$ cat config.mk
export PLATFORM = sky130hd
export DESIGN_NAME = viscosity_pid_ctrl
export DESIGN_NICKNAME = d
export VERILOG_FILES = /design/src/rtl/viscosity_pid_ctrl.sv
export SDC_FILE = /design/constraint.sdc
export NUM_CORES = 1
export LEC_CHECK = 0
export BUFFER_PORTS_ARGS = -buffer_cell sky130_fd_sc_hd__buf_4
export CAP_MARGIN = 30
export CORE_MARGIN = 3
export CORE_UTILIZATION = 55
export DETAILED_ROUTE_END_ITERATION = 6
export PLACE_DENSITY = 0.77
export SYNTH_ARGS = -nofsm -noshare
export SYNTH_HDL_FRONTEND = slang
export SYNTH_SLANG_ARGS = --single-unit
$ cat constraint.sdc
create_clock -name clk_i -period 8.9 [get_ports clk_i]
set_clock_uncertainty 0.15 [all_clocks]
set_input_delay 1.78 -clock clk_i [delete_from_list [all_inputs] [get_ports clk_i]]
set_output_delay 1.78 -clock clk_i [all_outputs]
set_load 0.02 [all_outputs]
$ cat src/rtl/viscosity_pid_ctrl.sv
// Viscosity loop controller: N-deep moving average of the sensor, then a
// proportional term around a fixed pump bias, saturated to the pump range.
// Two-stage pipeline: stage 1 updates the average, stage 2 computes the pump
// command. A run of rail-valued samples trips a latched fault.
module viscosity_pid_ctrl #(
  parameter int unsigned       DATA_W    = 16,
  parameter int unsigned       AVG_LOG2  = 3,
  parameter int unsigned       KP_W      = 8,
  parameter int unsigned       SHIFT     = 4,
  parameter logic [DATA_W-1:0] PUMP_BIAS = 16'h8000,
  parameter int unsigned       FAULT_CNT = 4
) (
  input  logic              clk_i,
  input  logic              resetn_i,
  input  logic              enable_i,
  input  logic              sample_valid_i,
  input  logic [DATA_W-1:0] sensor_data_i,
  input  logic [DATA_W-1:0] setpoint_i,
  input  logic [KP_W-1:0]   kp_i,
  output logic [DATA_W-1:0] pump_ctrl_o,
  output logic              pump_valid_o,
  output logic [DATA_W-1:0] filt_data_o,
  output logic [1:0]        state_o,
  output logic              fault_o
);

  localparam int unsigned N      = 1 << AVG_LOG2;
  localparam int unsigned SUM_W  = DATA_W + AVG_LOG2;
  localparam int unsigned FC_W   = $clog2(FAULT_CNT + 1);
  localparam int unsigned PROD_W = DATA_W + KP_W + 2;
  localparam int unsigned OUT_W  = PROD_W + 1;

  typedef enum logic [1:0] {
    StIdle  = 2'd0,
    StFill  = 2'd1,
    StRun   = 2'd2,
    StFault = 2'd3
  } state_e;

  state_e              state_q, state_d;
  logic [DATA_W-1:0]   mem_q [N];
  logic [SUM_W-1:0]    sum_q;
  // In FILL the write pointer doubles as the fill counter (it starts at 0).
  logic [AVG_LOG2-1:0] ptr_q;
  logic [FC_W-1:0]     fcnt_q;
  logic [DATA_W-1:0]   filt_q;
  logic                s1_v_q;
  logic [DATA_W-1:0]   pump_q;
  logic                pump_v_q;
  logic                fault_q;

  logic                     accept, is_rail, trip, s1_v_d, fire;
  logic [SUM_W-1:0]         sum_new;
  logic signed [DATA_W:0]   err;
  logic signed [PROD_W-1:0] prod, shifted;
  logic signed [OUT_W-1:0]  out_full;
  logic [DATA_W-1:0]        sat;

  // Sample acceptance, fault detection, next state and the stage-2 datapath.
  always_comb begin
    accept  = sample_valid_i && enable_i && (state_q == StFill || state_q == StRun);
    is_rail = (&sensor_data_i) || (~|sensor_data_i);
    trip    = accept && is_rail && (fcnt_q == FC_W'(FAULT_CNT - 1));
    sum_new = sum_q + SUM_W'(sensor_data_i) - SUM_W'(mem_q[ptr_q]);
    // Only RUN samples and the sample that completes the fill produce results.
    s1_v_d  = accept && (state_q == StRun || (&ptr_q));

    state_d = state_q;
    unique case (state_q)
      StIdle:  if (enable_i) state_d = StFill;
      StFill: begin
        if (!enable_i)             state_d = StIdle;
        else if (trip)             state_d = StFault;
        else if (accept && &ptr_q) state_d = StRun;
      end
      StRun: begin
        if (!enable_i)  state_d = StIdle;
        else if (trip)  state_d = StFault;
      end
      StFault: if (!enable_i) state_d = StIdle;
    endcase

    // A stage-1 result is published only if we remain in RUN; leaving RUN
    // (disable or fault) discards anything still in flight.
    fire = s1_v_q && (state_d == StRun);

    err      = $signed({1'b0, filt_q}) - $signed({1'b0, setpoint_i});
    prod     = PROD_W'(err) * PROD_W'($signed({1'b0, kp_i}));
    shifted  = prod >>> SHIFT;
    out_full = OUT_W'(shifted) + OUT_W'($signed({1'b0, PUMP_BIAS}));
    if (out_full[OUT_W-1])                 sat = '0;
    else if (|out_full[OUT_W-2:DATA_W])    sat = '1;
    else                                   sat = out_full[DATA_W-1:0];
  end

  // State, averaging buffer, pipeline and registered outputs.
  always_ff @(posedge clk_i or negedge resetn_i) begin
    if (!resetn_i) begin
      state_q  <= StIdle;
      for (int i = 0; i < N; i++) mem_q[i] <= '0;
      sum_q    <= '0;
      ptr_q    <= '0;
      fcnt_q   <= '0;
      filt_q   <= '0;
      s1_v_q   <= 1'b0;
      pump_q   <= '0;
      pump_v_q <= 1'b0;
      fault_q  <= 1'b0;
    end else begin
      state_q  <= state_d;
      s1_v_q   <= s1_v_d;
      pump_v_q <= fire;
      fault_q  <= (state_d == StFault);
      if (state_d != StRun) pump_q <= '0;
      else if (fire)        pump_q <= sat;

      if (state_q == StIdle) begin
        for (int i = 0; i < N; i++) mem_q[i] <= '0;
        sum_q  <= '0;
        ptr_q  <= '0;
        fcnt_q <= '0;
      end else if (accept) begin
        mem_q[ptr_q] <= sensor_data_i;
        sum_q        <= sum_new;
        ptr_q        <= ptr_q + AVG_LOG2'(1);
        filt_q       <= DATA_W'(sum_new >> AVG_LOG2);
        fcnt_q       <= is_rail ? fcnt_q + FC_W'(1) : '0;
      end
    end
  end

  assign pump_ctrl_o  = pump_q;
  assign pump_valid_o = pump_v_q;
  assign filt_data_o  = filt_q;
  assign state_o      = state_q;
  assign fault_o      = fault_q;

endmodule

### Word-level counts from Yosys, hierarchy flattened

Cells that the tools add are included.

| word-level totals | value |
|---|---|
| bits of input ports | 44 |
| bits in writable memories | 0 |
| memories kept | 0 |
| bits in latches | 0 |
| memory bits (read-only) | 0 |
| output and inout bits | 36 |
| register bits after elaboration | 190 |
| word-level logic and storage cells | 82 |

| operators by class | value |
|---|---|
| muxes and demuxes | 27 |
| $mul | 1 |
| bitwise operators | 2 |
| divide/modulo/power cells | 0 |
| equal/unequal tests | 7 |
| reductions and logical operators | 20 |
| add/sub/neg operators | 6 |
| magnitude comparators | 2 |
| shift-type cells | 0 |

Operators with widths:

| kind | count |
|---|---|
| 2-to-1 mux 128 bit | 2 |
| bitwise mux 128 bit | 1 |
| 2-to-1 mux 16 bit | 7 |
| binary-select mux 16 bit (select 3 bit) | 1 |
| demux 16 bit (select 3 bit) | 1 |
| 2-to-1 mux 19 bit | 2 |
| multiplier 17 x 9 -> 26 bit | 1 |
| adder 22 x 17 -> 23 bit (second input constant) | 1 |
| adder 19 x 16 -> 19 bit | 1 |
| subtractor 19 x 16 -> 19 bit | 1 |
| subtractor 16 x 16 -> 17 bit | 1 |
| AND reduction 16 bit | 1 |
| OR reduction 16 bit | 1 |
| 2-to-1 mux 3 bit | 5 |
| 2-to-1 mux 2 bit | 7 |
| OR reduction 10 bit | 1 |
| equality test 2 bit (second input constant) | 4 |
| logical AND 1 bit | 8 |
| one-hot mux 2 bit (4 select lines) | 1 |
| adder 3 x 1 -> 3 bit (second input constant) | 2 |
| greater-or-equal comparator 4 bit (second input constant) | 1 |
| less-than comparator 4 x 1 -> 1 bit (second input constant) | 1 |
| inverter 3 -> 4 bit | 1 |
| nonzero test 2 bit | 2 |
| 9 further kinds | 11 |

### Depth between registers and ports, before layout

Gate-level depths: netlist of run 1.

| logic depth | value |
|---|---|
| depth after elaboration | 12 |
| depth in mapped cells | 37 |
| mapped depth without buffers | 34 |

### Worst setup path after synthesis of run 1

No wires, ideal clock.

| timing path | value |
|---|---|
| path type | input to register |
| start | input port setpoint_i[2] |
| end | register pump_q[10], in the netlist pump_ctrl_o[10] |
| required time | 8.619 ns |
| buffers on the path | 3 |
| library setup time | 0.131 ns |
| stages | 36 |
| setup slack | -0.288 ns |
| data arrival time | 8.906 ns |
| path through | inv_1 > ha_1 > nor2b_1 > o21ai_0 > a21boi_0 > o21ai_0 > a21o_1 > a21o_1 > nand3_1 > a311oi_1 > clkbuf_1 > nand2_1 > fa_1 > inv_1 > fa_1 > fa_1 > inv_1 > fa_1 > inv_1 > ha_1 > buf_6 > a21oi_2 > nand2_1 > or3_1 > a21o_1 > a21boi_1 > nor2_1 > inv_1 > ha_1 > inv_1 > and3_1 > a2111oi_0 > o2111ai_1 > o31ai_2 > buf_4 > a31oi_1 |

| on the way | value |
|---|---|
| cells in the longest elaborated chain, start to end | 8 |

RTL lines:

| what | line | text |
|---|---|---|
| start: declaration | 18 | `input logic [DATA_W-1:0] setpoint_i,` |
| subtractor 16 x 16 -> 17 bit * | 87 | `err = $signed({1'b0, filt_q}) - $signed({1'b0, setpoint_i});` |
| multiplier 17 x 9 -> 26 bit * | 88 | `prod = PROD_W'(err) * PROD_W'($signed({1'b0, kp_i}));` |
| adder 22 x 17 -> 23 bit * | 90 | `out_full = OUT_W'(shifted) + OUT_W'($signed({1'b0, PUMP_BIAS}));` |
| OR reduction 10 bit | 92 | `else if (\|out_full[OUT_W-2:DATA_W]) sat = '1;` |
| 2-to-1 mux 16 bit | 92 |  |
| 2-to-1 mux 16 bit * | 91 | `if (out_full[OUT_W-1]) sat = '0;` |
| 2-to-1 mux 16 bit * | 115 | `else if (fire) pump_q <= sat;` |
| 2-to-1 mux 16 bit * | 114 | `if (state_d != StRun) pump_q <= '0;` |
| end signal: assignment | 115 |  |
| end: declaration | 48 | `logic [DATA_W-1:0] pump_q;` |

Mark *: on every way between the ends. The rest lies on a longest branch, timed or not. The select of a mux whose other input is x is not followed.
A chain may end at the register's enable or synchronous reset.

### Final worst setup path of run 1

| timing path | value |
|---|---|
| start | input port setpoint_i[1] |
| end | register pump_q[7], in the netlist pump_ctrl_o[7] |

The elaborated chain is that of the path after synthesis.

==> summary.txt, run 1 <==
Clocking
  • Clock Sinks: 190
  • CTS tree: done
  • Clk buf depth: 2
  • Htree depth: 4
  • Worst-path clk slew: 0.08 ns
  • Hold Buf Count CTS: 0
  • CTS root buf: clkbuf_16
  • CTS Buf Count: 17
  • Worst skew pair latency: around 0.45 ns

Worst setup path
  • Crit Path Class: input port to flip-flop
  • RR Startpoint: filt_data_o[1]
  • CP Max Fanout: 8
  • Worst setup EP type: flip-flop
  • FF-to-FF path depth: 33
  • Startpoint types: input port
  • CP Data Arrival Time: 8.90 ns
  • Flop2flop setup slack: between 1 and 1.5 ns
  • Reg2reg end: pump_ctrl_o[7]
  • CP Launch Point: setpoint_i[1]
  • WP data required: between 9 and 10 ns
  • Crit path top cell by count: inv_1
  • Worst path slowest cell: fa_1
  • Largest stage delay, worst path: 0.53 ns

Placed design
  • Port bufs: a little under 80
  • Post-place setup slack: -0.335 ns
  • Placed cell count: 2,289
  • Area after DPL: 0.0172 mm2
  • Final GP Congestion: 0.890
  • DP Wirelength: ~30,000 um

Timing
  • Fin crit period: just under 9 ns
  • Slew Limit Fails: 0
  • Final worst slack: 0.165 ns
  • Hold Fails Final Rpt: 0
  • Tightest Pin Transition: between 1 and 1.5 ns
  • Final setup fails: 0
  • Slew HR: 29.6%
  • Final period util: between 90% and 100%
  • F_max: 0.114 GHz

Drt
  • First DRT Iteration DRCs: 1,336
  • DRC errors left: 0
  • Antenna Nets Post-Route: 0
  • Drt via density: 5.86
  • DR pass1 iterations: 6
  • DR vias: 13,700
  • Final wirelength: approximately 43,000 um
  • Routed len/inst: 18.2 um

Layout
  • Antenna cell count: 0
  • Share of cells above drive strength 1: 13.3%
  • Finished Layout Cells: roughly 2,300
  • Design area: 0.0180 mm2
  • Nets: about 2,200
  • Area delta synth->final: 13.9%
  • Final core utilization: 64.2%

Synth
  • Synth unique cells: 74
  • Asr flop ratio synth: between 90% and 100%
  • Synth Register Bits: 190
  • Synth Area in Simple Gates: between 10% and 20%
  • Prevailing post-synth register cell: dfrtp_1
  • Synth cell count leaders: nand2_1, inv_1, dfrtp_1
  • Most common cell in the netlist: nand2_1
  • Synth Warn #: 0
  • Largest cells by area after synthesis: dfrtp_1, fa_1, nand2_1
  • Post-synth top area cell: dfrtp_1
  • XOR/XNOR Fraction of Synth Area: 2.60%
  • Synthesized area per cell: around 8.5 um2
  • Number of flops mapped to enable cells by yosys: 0
  • Post-synthesis sequential area ratio: a little under a third
  • Post-Synth Adder-Cell Area: 23.2%
  • Mapped cell area: about 0.016 mm2
  • Post-synth top area share: 30.1%
  • Post-Syn Instances: 1,859
  • Largest family of logic cells by synthesized area: adder cells
  • Post-synthesis mux area share: 0.498%
  • Synth Area in Compound Gates: 16.4%
  • Post-Syn Nets: roughly 2,100

Run status
  • Outcome: finished clean

Worst hold path
  • Hold Path End: mem_q[105]
  • Hold Crit Class: flip-flop to flip-flop
  • Worst hold path depth: 2
  • Min-delay src: mem_q[105]

Global route
  • Vias in the first global route: 13,900
  • GR Overflow Total: 0
  • Largest net degree at the start of global routing: roughly 110
  • Tot GR Track Use: between 20 and 30%
  • Initial antenna violation count: 0
  • First-pass GRT wire length: 69,500 um

Floorplanning
  • Die Area: between 0.03 and 0.04 mm2
  • Core area: 0.0281 mm2
  • Row count: 61
  • Die Wd: 176 um
  • I/O pin count: 80
  • Die H: 176 um
  • Starting Density: between 50% and 60%

Flow run
  • Maxcap violations: 0
[state kept, by name, indices dropped and copies added, names as in the netlist]
name          cells
pump_valid_o      1
sum_q            19
pump_ctrl_o      16
ptr_q             3
fcnt_q            3
filt_data_o      16
state_o           2
fault_o           1
mem_q           128
s1_v_q            1
[per-stage QoR]
step | hold slack [ns] | TNS (ns)
2_1_floorplan | 0.330 | 0
3_3_place_gp | 0.346 | -1.82
3_5_place_dp | 0.361 | -4.99
4_1_cts | 0.375 | 0
5_1_grt | 0.392 | -1.22
6_report | 0.375 | 0
[cell usage in the layout (no fill, tap or decap), drive strengths merged, types with 5 or more instances in the layout]
master  synthesis  layout
o211ai          5       5
fa            125     125
nand2b         10      10
xnor2          31      31
nand3          17      17
clkinv          0       7
a21o           19      19
or3            11      11
xor2           16      16
nand2         384     384
nor3           16      16
o31ai           6       6
a31oi          21      21
nor2           60      60
o21a            6       6
clkbuf         77      20
nor2b          15      15
nor4            6       6
a211oi         21      21
o21ai          32      32
inv           253     260
mux2            7       7
ha             93      93
buf            22     158
and2           68      68
a21oi         190     190
a22oi          65      65
nand4          25      25
and3           13      13
dfrtp         190     190
[worst max-delay path: cells and delay by family]
kind | cells | cell delay (ns)
adder cells (fa/ha/maj) | 7 | 2.68
AND/OR/NAND/NOR | 6 | 0.93
AO/OA/AOI/OAI | 13 | 2.57
buffers and inverters | 9 | 0.93
[area by class of cell]
cell class	instances	area, um2
multi-input combinational	1317	9950
clock inverter	14	185
fill	2345	10100
timing repair buffer	160	1280
tap	378	473
sequential	190	4750
inverter	253	950
clock buffer	18	429
[kinds of logic after synthesis]
kind of cell,count (synthesis)
AND/OR/NAND/NOR,642
buffers and inverters,352
AO/OA/AOI/OAI,403
flip-flops,190
multiplexers,7
XOR/XNOR,47
adder cells (fa/ha/maj),218
[timing repair]
action / 4_1_cts / 5_1_grt
buffers inserted: 0 / 8
resized for setup: 0 / 35
setup endpoints to repair: 0 / 16
[routing by layer]
layer  up-vias  share of wire, %  track usage, %  wire length [um]
met5         -                 0               0                 0
met4         0               4.6            13.1              1980
met3       152               5.8            3.05              2460
met2       545                52            49.6             21900
met1      6713                38            34.1             16100
li1       6246                 -               -                 -
[how the worst max path moves through the flow]
stage	cells after the start	endpoint
global route	35	pump_ctrl_o[3]
floorplan	34	pump_ctrl_o[10]
detailed placement	35	pump_ctrl_o[7]
global placement	35	pump_ctrl_o[2]
finish	35	pump_ctrl_o[7]
CTS	35	pump_ctrl_o[7]
Power of run 1 is left out: the tool's default activity adds up to more than one toggle a clock period on the data nets, which glitch-free logic cannot reach.
==> run 2: changes to the inputs <==
Settings changed: ABC_AREA set to 1, GPL_ROUTABILITY_DRIVEN set to 0.
Clock period 8.9 ns to 8.2 ns, I/O delays scaled along.
==> summary.txt, run 2 <==
Worst setup path
  • CP Data Arrival Time: 7.98 ns (-0.92 ns)
  • Worst path slowest cell: fa_1
  • Largest stage delay, worst path: 0.53 ns (about the same)
  • CP Max Fanout: 8 (unchanged)
  • RR Startpoint: filt_data_o[0]
  • Worst path bufs/invs: 8 (-1)
  • FF-to-FF path depth: 42 (+27%)
  • WP data required: 8.39 ns (-0.67 ns)
  • Crit Path Class: input port to flip-flop
  • Crit path top cell by count: nand2_1
  • Worst setup EP type: flip-flop
  • Cell family with most CP delay: adder cells
  • Startpoint types: input port
  • Flop2flop setup slack: 1.31 ns (+0.19 ns)
  • Reg2reg end: pump_ctrl_o[15]

Timing
  • Slew HR: 28.8% (-0.78 points)
  • Hold Fails Final Rpt: 0 (unchanged)
  • Slew Limit Fails: 0 (unchanged)
  • Worst Hold Slack: 0.343 ns (-0.0316 ns)
  • Tightest Pin Transition: 1.06 ns (+0.0126 ns)
  • F_max: about 0.13 GHz
  • Fin crit period: about 7.8 ns
  • Final period util: between 90% and 100%
  • Final setup fails: 0 (unchanged)

Global route
  • Vias in the first global route: 14,000 (+1.3%)
  • Initial antenna violation count: 0 (unchanged)
  • First-pass GRT wire length: 69,400 um (-0.15%)
  • GR Overflow Total: 0 (unchanged)
  • Tot GR Track Use: 28.1% (+0.15 points)
  • Largest net degree at the start of global routing: 111 (+4.7%)

Synth
  • Largest cells by area after synthesis: dfrtp_1, fa_1, inv_1
  • Mapped cell area: 0.0156 mm2 (-1.7%)
  • Post-synth top area share: 30.6% (+0.51 points)
  • Number of flops mapped to enable cells by yosys: 0 (unchanged)
  • Post-synth top area cell: dfrtp_1
  • Synthesized area per cell: 8.00 um2 (-6.0%)
  • Synth Warn #: 0 (unchanged)
  • Prevailing post-synth register cell: dfrtp_1
  • Most common cell in the netlist: inv_1
  • Synth Register Bits: 190 (unchanged)
  • Post-Syn Instances: 1,945 (+4.6%)
  • Synth cell count leaders: inv_1, nand2_1, dfrtp_1
  • Synth unique cells: 48 (-35%)
  • Asr flop ratio synth: 100% (unchanged)
  • Post-Syn Nets: 2,207 (+4.1%)
  • Post-synthesis sequential area ratio: 30.6% (+0.51 points)

Layout
  • Max FFs per register: 128 (unchanged)
  • Register area: 0.00475 mm2 (unchanged)
  • Biggest regs: mem_q: 128 flops, sum_q: 19 flops
  • Most frequent cells in the layout: inv_1, nand2_1, dfrtp_1
  • Area delta synth->final: 14.5%
  • Nets: 2,312 (+5.0%)
  • Filler cells: 2,249 (-4.1%)
  • Most common cell after layout, fill and taps aside: inv_1
  • Biggest register: mem_q
  • Multi-input gate area: 0.00914 mm2 (-8.1%)
  • Antenna cell count: 0 (unchanged)
  • Share of cells above drive strength 1: 13.1% (-0.23 points)

Clocking
  • Htree depth: 4 (unchanged)
  • CTS root buf: clkbuf_16
  • CTS tree: done
  • Worst skew pair latency: 0.45 ns (about the same)
  • Worst-path clk slew: 0.08 ns (about the same)
  • Clock Sinks: 190 (unchanged)
  • CTS Buf Count: 17 (unchanged)
  • Clk buf depth: 2 (unchanged)

Worst hold path
  • Hold Crit Class: flip-flop to flip-flop
  • Hold Path End: pump_ctrl_o[1]
  • Worst hold path depth: 2 (unchanged)
  • Min-delay src: pump_ctrl_o[1]

Floorplanning
  • Row count: 60 (-1.6%)
  • Starting Density: 56.8% (+0.44 points)
  • Die H: 174 um (-0.82%)
  • Core area: 0.0274 mm2 (-2.4%)
  • I/O pin count: 80 (unchanged)
  • Die Wd: 174 um (-0.82%)
  • Die Area: 0.0303 mm2 (-1.6%)

Run status
  • Outcome: finished clean

Drt
  • DR pass1 iterations: 7 (+1)
  • Drt via density: 5.61 (-4.2%)
  • DR vias: 13,700 (+0.10%)
  • Antenna Nets Post-Route: 0 (unchanged)
  • First DRT Iteration DRCs: 1,266 (-5.2%)
  • DRC errors left: 0 (unchanged)
  • Routed len/inst: 17.1 um (-6.2%)
  • Final wirelength: 41,700 um (-1.9%)

Flow run
  • Maxcap violations: 0 (unchanged)

Placed design
  • DP Wirelength: 30,600 um (+2.2%)
  • Port bufs: 79 (unchanged)
-- run 2: cell types whose count changed after synthesis, sizes merged, moves of 19 or more --
| cell | delta |
|---|---|
| a211oi | -21 |
| a21oi | -123 |
| a22oi | -56 |
| a31oi | -19 |
| and2 | -65 |
| clkbuf | -32 |
| inv | +173 |
| nand3 | +101 |
| nor2 | +66 |
| o21ai | +89 |
| o22ai | +98 |
-- run 2: metal layers --
metal	share of wire [%]	global-route usage [%]	vias to the layer above
li1	-	-	6400
met1	41	35.4	6646
met2	49	48.4	529
met3	6.3	5.18	95
met4	3.4	10.4	0
met5	0	0	-
-- run 2: cells by family after synthesis --
| family | count (synthesis) | share of synthesized area [%] |
|---|---|---|
| xor gates and xnor gates | 36 | 2.03 |
| adders and majority gates | 218 | 23.6 |
| DFF | 190 | 30.6 |
| and+or+nand+nor | 674 | 18.9 |
| AOI/OAI and AO/OA | 341 | 13.0 |
| buffers and inverters | 486 | 11.9 |
-- run 2: worst max path at each step --
| stage | start | endpoint | slack (ns) | cells past startpoint |
|---|---|---|---|---|
| 2_1_floorplan | setpoint_i[0] | pump_ctrl_o[14] | 0.09 | 40 |
| 3_3_place_gp | setpoint_i[0] | pump_ctrl_o[3] | -0.02 | 41 |
| 3_5_place_dp | setpoint_i[0] | pump_ctrl_o[8] | -0.28 | 41 |
| 4_1_cts | setpoint_i[0] | pump_ctrl_o[3] | 0.17 | 41 |
| 5_1_grt | setpoint_i[0] | pump_ctrl_o[4] | -0.02 | 42 |
| 6_report | setpoint_i[0] | pump_ctrl_o[15] | 0.42 | 42 |
-- run 2: stage by stage --
step | instances | cell area [um2] | utilization, % | TNS, ns | setup WS [ns]
final | 2435 | 17800 | 65.0 | 0 | 0.417
after global routing | 2435 | 17800 | 65.0 | -0.186 | -0.0245
after CTS | 2430 | 17500 | 64.0 | 0 | 0.169
after detailed placement | 2398 | 16900 | 61.6 | -4.20 | -0.277
after global placement | 2395 | 16800 | 61.4 | -0.237 | -0.0228
after floorplan | 1945 | 15600 | - | 0 | 0.0908
-- run 2: final cells by class --
class	count	share of cell area [%]
Sequential cell	190	26.7
Clock buffer	17	2.39
Inverter	429	9.05
Tap cell	372	2.61
Timing Repair Buffer	143	6.68
Multi-Input combinational cell	1269	51.3
Clock inverter	15	1.24
-- run 2: what timing repair did --
item / 4_1_cts / 5_1_grt
hold buffers: 0 / 0
hold endpoints to repair: 0 / 0
endpoints found under the setup margin: 0 / 16
gates resized for setup: 0 / 33
buffers inserted: 0 / 2
-- run 2: worst reg2reg max path: cells and delay by family, from the launching register on --
| family | cells | cell delay [ns] |
|---|---|---|
| buffers and inverters | 8 | 0.72 |
| flip-flops | 1 | 0.35 |
| AND/OR/NAND/NOR | 21 | 1.75 |
| XOR/XNOR | 1 | 0.14 |
| AO/OA/AOI/OAI | 4 | 0.63 |
| adder cells (fa/ha/maj) | 8 | 3.04 |
Power of run 2 is left out for the same reason.
==> run 3: changes to the inputs <==
Clock period 8.2 ns to 8.3 ns, I/O delays scaled along.
==> summary.txt, run 3 (same netlist as run 2, synthesis figures left out) <==
Drt
  • DR vias: 13,800 (+0.80%)
  • First DRT Iteration DRCs: 1,127 (-11%)
  • DRC errors left: 0 (unchanged)
  • Routed len/inst: 17.5 um (+2.2%)
  • Drt via density: 5.71 (+1.7%)
  • Antenna Nets Post-Route: 0 (unchanged)
  • Final wirelength: 42,200 um (+1.3%)
  • DR pass1 iterations: 6 (-1)

Worst setup path
  • Crit path top cell by count: nand2_1
  • Setup crit end: pump_ctrl_o[0]
  • Reg2reg end: pump_ctrl_o[0]
  • CP Launch Point: setpoint_i[0]
  • Crit Path Class: input port to flip-flop
  • FF-to-FF path depth: 42 (unchanged)
  • Flop2flop setup slack: 1.26 ns (-0.05 ns)
  • RR Startpoint: filt_data_o[0]
  • Worst setup EP type: flip-flop
  • CP Data Arrival Time: 8.10 ns (+0.12 ns)
  • Worst path slowest cell: fa_1
  • Startpoint types: input port
  • WP data required: 8.49 ns (+0.10 ns)
  • CP Max Fanout: 16 (+8)
  • Largest stage delay, worst path: 0.53 ns (about the same)

Floorplanning
  • Die Area: 0.0303 mm2 (unchanged)
  • I/O pin count: 80 (unchanged)
  • Starting Density: 56.8% (unchanged)
  • Die Wd: 174 um (unchanged)
  • Core area: 0.0274 mm2 (unchanged)
  • Row count: 60 (unchanged)
  • Die H: 174 um (unchanged)

Clocking
  • Htree depth: 4 (unchanged)
  • Clock Sinks: 190 (unchanged)
  • CTS Buf Count: 17 (unchanged)
  • CTS root buf: clkbuf_16
  • CTS tree: done
  • Worst skew pair latency: 0.45 ns (about the same)
  • Clk buf depth: 2 (unchanged)
  • Worst-path clk slew: 0.08 ns (about the same)

Placed design
  • Placed cell count: 2,380 (-0.75%)
  • Port bufs: 79 (unchanged)
  • DP Wirelength: 30,600 um (-0.11%)

Layout
  • Nets: 2,291 (-0.91%)
  • Most common cell after layout, fill and taps aside: inv_1
  • Area delta synth->final: 12.8%
  • Multi-input gate area: 0.00910 mm2 (-0.37%)
  • Share of cells above drive strength 1: 11.7% (-1.4 points)
  • Most frequent cells in the layout: inv_1, nand2_1, dfrtp_1
  • Filler cells: 2,284 (+1.6%)
  • Register area: 0.00475 mm2 (unchanged)
  • Biggest regs: mem_q: 128 flops, sum_q: 19 flops
  • Biggest register: mem_q
  • Antenna cell count: 0 (unchanged)
  • Finished Layout Cells: 2,414 (-0.86%)
  • Max FFs per register: 128 (unchanged)

Timing
  • Hold Fails Final Rpt: 0 (unchanged)
  • F_max: 0.126 GHz
  • Final period util: 95.4%
  • Slew HR: 27.3% (-1.5 points)
  • Final setup fails: 0 (unchanged)
  • Slew Limit Fails: 0 (unchanged)
  • Worst Hold Slack: 0.340 ns (-0.00268 ns)
  • Fin crit period: 7.92 ns
  • Tightest Pin Transition: 1.09 ns (+0.0229 ns)
  • Total negative setup slack: 0 ns (unchanged)

Global route
  • GR Overflow Total: 0 (unchanged)
  • Tot GR Track Use: 28.2% (+0.15 points)
  • Initial antenna violation count: 0 (unchanged)
  • Largest net degree at the start of global routing: 118 (+6.3%)
  • First-pass GRT wire length: 69,800 um (+0.63%)
  • Vias in the first global route: 14,100 (+0.50%)

Worst hold path
  • Min-delay src: pump_ctrl_o[4]
  • Hold Crit Class: flip-flop to flip-flop

Run status
  • Outcome: finished clean

Flow run
  • Maxcap violations: 0 (unchanged)
-- run 3: worst min path at each step --
| stage | depth (start not counted) | to |
|---|---|---|
| floorplan | 1 | fcnt_q[0] |
| global placement | 2 | pump_ctrl_o[5] |
| detailed placement | 2 | pump_ctrl_o[1] |
| CTS | 2 | pump_ctrl_o[1] |
| global route | 2 | pump_ctrl_o[6] |
| finish | 2 | pump_ctrl_o[4] |
-- run 3: repair_timing --
action,in CTS,in global routing
hold buffers,0,0
gates resized for setup,0,26
setup endpoints to repair,0,16
setup buffers,0,1
-- run 3: critical path, delay by kind of cell --
kind,cells,cell delay [ns]
AND/OR/NAND/NOR,20,1.71
buffers and inverters,8,0.67
XOR/XNOR,1,0.18
adder cells (fa/ha/maj),8,3.05
AO/OA/AOI/OAI,5,0.83
-- run 3: cell type report --
class	instances	share of cell area [%]
Clock inverter	15	1.27
Tap cell	372	2.65
Clock buffer	17	2.42
Multi-Input combinational cell	1269	51.9
Sequential cell	190	27.1
Timing Repair Buffer	122	5.51
Inverter	429	9.18
-- run 3: per-stage QoR --
stage	instance area, um2	utilization, %	setup WS [ns]
final	17600	64.1	0.382
after global routing	17600	64.1	-0.0456
after CTS	17400	63.3	0.197
after detailed placement	16700	61.0	-0.242
after global placement	16700	61.0	-0.0115
after floorplan	15600	-	0.171
-- run 3: metal layers --
metal / share of wire [%] / track usage [%] / routed length, um / up-vias
li1: - / - / - / 6353
met1: 40 / 35.6 / 16700 / 6694
met2: 49 / 48.6 / 20600 / 599
met3: 7.6 / 5.26 / 3200 / 133
met4: 3.9 / 10.4 / 1650 / 0
met5: 0 / 0 / 0 / -
Power of run 3 is left out for the same reason.
